`src/rtl/mult_arbiter.sv`:
```
// Round-robin arbiter sharing one combinational WIDTH x WIDTH multiplier between
// two requesters, with registered operands, captured result and an overflow counter.
module mult_arbiter #(
  parameter int unsigned WIDTH = 8,
  parameter int unsigned CNT_W = 8
) (
  input  logic             clk,
  input  logic             rst_n,
  input  logic             req0_valid,
  output logic             req0_ready,
  input  logic [WIDTH-1:0] req0_a,
  input  logic [WIDTH-1:0] req0_b,
  input  logic             req1_valid,
  output logic             req1_ready,
  input  logic [WIDTH-1:0] req1_a,
  input  logic [WIDTH-1:0] req1_b,
  output logic             resp0_valid,
  input  logic             resp0_ready,
  output logic             resp1_valid,
  input  logic             resp1_ready,
  output logic [WIDTH-1:0] resp_result,
  output logic             resp_error,
  output logic [WIDTH-1:0] mult_first,
  output logic [WIDTH-1:0] mult_second,
  input  logic [WIDTH-1:0] mult_out,
  input  logic             mult_error,
  output logic             busy,
  output logic [CNT_W-1:0] ovf_count
);

  typedef enum logic [1:0] {IDLE, CALC, HOLD} state_t;

  state_t state, state_nxt;
  logic   owner;
  logic   prio;
  logic   grant0, grant1;
  logic   acc0, acc1;
  logic   resp_hs;

  always_ff @(posedge clk or negedge rst_n) begin
    if (!rst_n) state <= IDLE;
    else        state <= state_nxt;
  end

  always_comb begin
    state_nxt   = state;
    grant0      = 1'b0;
    grant1      = 1'b0;
    req0_ready  = 1'b0;
    req1_ready  = 1'b0;
    resp0_valid = 1'b0;
    resp1_valid = 1'b0;
    resp_hs     = 1'b0;
    busy        = (state != IDLE);

    // A lone requester always wins; a tie goes to prio.
    grant0 = req0_valid && (!req1_valid || !prio);
    grant1 = req1_valid && (!req0_valid ||  prio);

    case (state)
      IDLE: begin
        req0_ready = grant0;
        req1_ready = grant1;
        if (grant0 || grant1) state_nxt = CALC;
      end
      CALC: state_nxt = HOLD;
      HOLD: begin
        resp0_valid = !owner;
        resp1_valid =  owner;
        resp_hs     = owner ? resp1_ready : resp0_ready;
        if (resp_hs) state_nxt = IDLE;
      end
      default: state_nxt = IDLE;
    endcase
  end

  assign acc0 = req0_valid && req0_ready;
  assign acc1 = req1_valid && req1_ready;

  always_ff @(posedge clk or negedge rst_n) begin
    if (!rst_n) begin
      mult_first  <= '0;
      mult_second <= '0;
      resp_result <= '0;
      resp_error  <= 1'b0;
      ovf_count   <= '0;
      owner       <= 1'b0;
      prio        <= 1'b0;
    end else begin
      if (acc0) begin
        mult_first  <= req0_a;
        mult_second <= req0_b;
        owner       <= 1'b0;
        prio        <= 1'b1;
      end else if (acc1) begin
        mult_first  <= req1_a;
        mult_second <= req1_b;
        owner       <= 1'b1;
        prio        <= 1'b0;
      end
      if (state == CALC) begin
        resp_result <= mult_out;
        resp_error  <= mult_error;
        if (mult_error && (ovf_count != '1)) ovf_count <= ovf_count + CNT_W'(1);
      end
    end
  end

endmodule
```
`config.mk`:
```
export PLATFORM = sky130hd
export DESIGN_NAME = mult_arbiter
export DESIGN_NICKNAME = d
export VERILOG_FILES = /design/src/rtl/mult_arbiter.sv
export SDC_FILE = /design/constraint.sdc
export NUM_CORES = 1
export LEC_CHECK = 0
export BUFFER_PORTS_ARGS = -buffer_cell sky130_fd_sc_hd__buf_4
export CORE_MARGIN = 2
export CORE_UTILIZATION = 46
export CTS_CLUSTER_SIZE = 28
export DETAILED_ROUTE_END_ITERATION = 8
export PLACE_DENSITY = 0.81
export SLEW_MARGIN = 20
export SYNTH_ARGS = -nofsm -noshare
export SYNTH_HDL_FRONTEND = slang
export SYNTH_SLANG_ARGS = --single-unit
```
`constraint.sdc`:
```
create_clock -name clk -period 1.95 [get_ports clk]
set_clock_uncertainty 0.05 [all_clocks]
set_input_delay 0.39 -clock clk [delete_from_list [all_inputs] [get_ports clk]]
set_output_delay 0.39 -clock clk [all_outputs]
set_load 0.05 [all_outputs]
```
# --- Yosys cells after proc, flatten, opt, wreduce, memory -nomap -nowiden ---
# Cells that the tools add are included.
word_totals:
  register_bits: 37
  in_bits: 47
  out_inout_bits: 38
  wordCells: 47
op_classes:
  add_sub_neg: 1
  eq_ne: 5
  muxes: 16
  reduce_logical: 17
op_table:
  columns: ["cell", "n"]
  rows:
  - ["two-way mux 8 bit", 4]
  - ["two-way mux 1 bit", 9]
  - ["adder 8 x 1 -> 8 bit, second input constant", 1]
  - ["inequality test 8 bit, second input constant", 1]
  - ["one-hot mux 2 bit (3 select lines)", 1]
  - ["logical AND 1 bit", 5]
  - ["logical NOT 1 bit", 4]
  - ["two-way mux 2 bit", 2]
  - ["inequality test 2 bit, second input constant", 2]
  - ["AND reduction 2 bit", 2]
  - ["nonzero test 2 bit", 2]
  - ["logical OR 1 bit", 3]
  - ["equality test 2 x 1 -> 1 bit, second input constant", 1]
  - ["equality test 2 bit, second input constant", 1]
  - ["logical NOT 2 bit", 1]

# --- Depth between registers and ports, before layout ---
depth:
  word_depth: 7
  ltp_mapped: 4
  depth_no_buf: 4

# --- Worst setup path before layout ---
# No wires, ideal clock.
synth_path:
  kind: "reg-to-reg"
  start: "reg ovf_count[0]"
  end: "reg ovf_count[1]"
  setup_time_ns: 0.128
  t_arrival_ns: 1.675
  t_required_ns: 1.772
  path_slack_ns: 0.097
  path_stages_with_launch: 5
  path_buffers: 0
  synth_period_minus_slack_ns: 1.853
  cell_sequence: "dfrtp_1 ha_1 nand3_1 o21ai_1 mux2_1"
synth_via:
  elab_chain_len: 3
  elab_cells_between_ends: 4
  cone_classes: "add/sub (1); eq/ne (1); reduce/logical (2)"
synth_lines:
  columns: ["item", "line", "text"]
  rows:
  - ["from (decl)", "28", "output logic [CNT_W-1:0] ovf_count"]
  - ["from (signal assigned)", "104", "if (mult_error && (ovf_count != '1)) ovf_count <= ovf_count + CNT_W'(1);"]
  - ["branches (longest 3 deep; another with adder 8 x 1 -> 8 bit)", null, null]
# Several ways; the timed one is not identified.
# A chain may end at the register's enable or synchronous reset.

# --- Worst setup path in the final report ---
layout_path:
  start: "reg state[0]"
  end: "out req1_ready"
layout_via:
  elab_chain_len: 2
layout_lines:
  columns: ["item", "line", "text"]
  rows:
  - ["from (decl)", "33", "state_t state, state_nxt;"]
  - ["from (signal assigned)", "42", "else state <= state_nxt;"]
  - ["logical NOT 2 bit", "60", "case (state)"]
  - ["two-way mux 1 bit", "60", null]
  - ["to (decl)", "14", "output logic req1_ready,"]
# Every way passes these cells.

==> flow_summary.toml <==
[die]
core_area_um2 = 3720
ioPinCount = 85
num_rows = 22
die_h_um = 66.5
floorplan.initialDensity = 0.484
die_w_um = 66.5
die-area_um2 = 4430

[clock_tree]
cts_hold_buf = 0
clock-sinks = 37
cts_repair_resize_count = 0
post_cts_buffers = 0
htree_levels = 2
root_buffer = "clkbuf_8"
worst_skew_pair.late_latency_ps = 280
cts_inserted_buffers = 5
clk_pin_slew_worst_paths_ps = 70
cts_tree = "done"
ctsLongestPathBuffers = 2

[yosys]
synth-compound-area-share = 0.166
ys_async_sr_fraction = 1.00
synth_xor_xnor_area_share = 0.0195
synth_flop_cell = "dfrtp_1"
mux_cell_area_share_after_synthesis = 0.0814
syn_inst = 152
synth.avg_cell_area_um2 = 11.8
synth_sequential_area_ratio = 0.515
yosys.area_share.simple = 0.159
synth.distinct_cells = 36
synth_top_family_by_area = "compound AO/OA/AOI/OAI gates"
postSynthRegisterBits = 37
synth_enable_flop_cells = 0
postSynthNetCount = 200
yosysWarnings = 0
synth_area_um2 = 1800
synth_fa_ha_area_frac = 0.00695

[global_route]
grt_start_max_net_pins = 38
grt_pass1_wl_um = 6430
vias_in_the_first_global_route = 1444
globalRouteTotalUtil = 0.197
globalRouteOverflowTotal = 0
antenna_found_initial = 0

[route]
detailroute.via_count = 1551
drtAntennaViolNets = 0
detail_route.drc_violations = 0
wl_met3_um = 346
top_layer = "met4"
wl_per_cell_um = 13.6
wl_um = 3930
drt-met1-wl_um = 1670
detailedRoute.firstIterationViolations = 88
post_detailed_route_via_to_cell_ratio = 5.39
met2_wire_length_um = 1850
firstDrtPassIters = 4

[timing]
final_min_period_over_clock_period = 0.957
maxClockFrequency_mhz = 536
rsz0062_at_grt = "false"
timing.setup.tns_ps = 0
final_max_slew_viol_count = 0
period_minus_slack_ps = 1870
finalHoldViolations = 0
worst_pin_slew_ps = 467
final-setup-viol-count = 0
relSlewSlack = 0.689

[worst_setup_path]
crit_path_end_kind = "output pin"
timing.critical_path.arrival_ps = 1430
worst_ep_required_time_ps = 1510
criticalPathCategory = "flip-flop to output pin"
reg2reg_setup_slack_ps = 350
worst_setup_path_start_kind = "flip-flop"
crit_path_start = "state[0]"
timing.rr.start = "ovf_count[0]"
timing.critical_path.fanout_max = 10

[pwr]
netSwitchingFraction = 0.507
p_comb_frac = 0.609
power.density_cell_area_nw_per_um2 = 1880
pwr-share-clk = 0.099
cell_internal_pwr_mw = 2.36
totalPowerFinal_mw = 4.79
power.switching_mw = 2.43
ir_worst_vdd_mv = 0.983
power.share.sequential = 0.292
cellLeakagePower_nw = 1.26

[job]
cap_violations = 0

[layout]
final_net_count = 289
post-route-util = 0.684
count_of_inserted_antenna_diode_cells = 0
drive_above_1_share = 0.467
fillCellCount = 305
area.growth.synth_to_final_pct = 41.3

[place]
hpwl_um = 2990
place_congestion = 0.911
placement.io_buffers = 84

[status]
status = "complete, no violations"

[worst_hold_path]
holdCritPathClass = "input pin to async pin"
-- state kept, by name, indices dropped and copies added, names as in the netlist --
register,flops
owner,1
mult_first,8
prio,1
ovf_count,8
resp_result,8
mult_second,8
resp_error,1
state,2
-- kinds of logic (layout without fill, tap and decap cells) --
family / count (synthesis) / in the layout
multiplexers: 13 / 13
buffers and inverters: 18 / 106
AND/OR/NAND/NOR: 48 / 48
flip-flops: 37 / 37
AO/OA/AOI/OAI: 31 / 31
XOR/XNOR: 4 / 4
adder cells (fa/ha/maj): 1 / 1
-- power by group through the flow --
stage / Sequential, mW / Clock (mW) / Combinational (mW)
after detailed placement: 1.41 / 0 / 2.94
after global placement: 1.40 / 0 / 2.91
after global routing: 1.45 / 0.518 / 3.10
after floorplan: 2.47 / 0 / 1.03
after CTS: 1.40 / 0.483 / 2.94
final: 1.40 / 0.475 / 2.92
-- final cells by class --
class                           instances  area, um2  area share
Clock inverter                          1       5.00     0.00197
Timing Repair Buffer                   88        661       0.260
Multi-Input combinational cell         97        777       0.306
Tap cell                               48       60.1      0.0236
Clock buffer                            5       68.8      0.0271
Inverter                               12       45.0      0.0177
Sequential cell                        37        926       0.364
-- cells in the mapped netlist, types with 3 or more instances --
cell,number,area [um2]
nand3_1,11,55.1
xnor2_1,3,26.3
nor3_1,3,15.0
o21ai_0,9,45.0
and3_1,9,56.3
mux2_1,11,124
nor2_1,4,15.0
dfrtp_1,37,926
buf_6,3,33.8
a221o_1,8,80.1
inv_1,11,41.3
nand2b_1,4,25.0
nand2_1,6,22.5
o311ai_2,8,130
-- stage by stage --
stage | hold WS, ps | instance area (um2) | std cells | setup WS [ps]
2_1_floorplan | 44.4 | 1800 | 152 | 97.4
3_3_place_gp | 326 | 2470 | 282 | 412
3_5_place_dp | 326 | 2470 | 282 | 344
4_1_cts | 20.5 | 2540 | 288 | 74.9
5_1_grt | 38.1 | 2540 | 288 | 26.6
6_report | 0.00511 | 2540 | 288 | 83.0
-- final timing paths --
kind | end | cells after the start
hold / removal | mult_second[3] | 1
hold reg to reg | resp_result[6] | 1
max in group asynchronous | ovf_count[3] | 1
setup / recovery | req1_ready | 3
min in group clk | resp_result[6] | 2
setup reg to reg | ovf_count[1] | 4
-- cells in the final DEF (no fill, tap or decap) --
master	instances
a211oi_1	1
a21oi_1	1
a221o_1	8
a2bb2oi_1	1
and2_1	1
and3_1	9
and3_4	1
and3b_1	1
and4_1	1
buf_4	88
clkbuf_8	5
clkinv_2	1
dfrtp_1	37
ha_1	1
inv_1	11
inv_2	1
mux2_1	11
mux2_2	2
nand2_1	6
nand2_2	1
nand2b_1	4
nand3_1	11
nand3b_2	1
nand4_1	2
nor2_1	4
nor2_2	1
nor3_1	3
nor3b_2	1
nor4_2	1
o211ai_1	1
o21ai_0	9
o21ai_1	1
o21ai_2	1
o311ai_2	8
xnor2_1	3
xor2_1	1
-- worst max-delay path, stage by stage, from the launching register on --
cell	delay, ps
dfrtp_1	450
nor2_2	190
and3_4	280
buf_4	220
-- metal layers --
| layer | vias to the layer above | GRT usage |
|---|---|---|
| li1 | 735 | - |
| met1 | 745 | 0.238 |
| met4 | 0 | 0.0842 |
| met3 | 6 | 0.0541 |
| met5 | - | 0 |
| met2 | 65 | 0.329 |
Power figures use the tool's default switching activity.
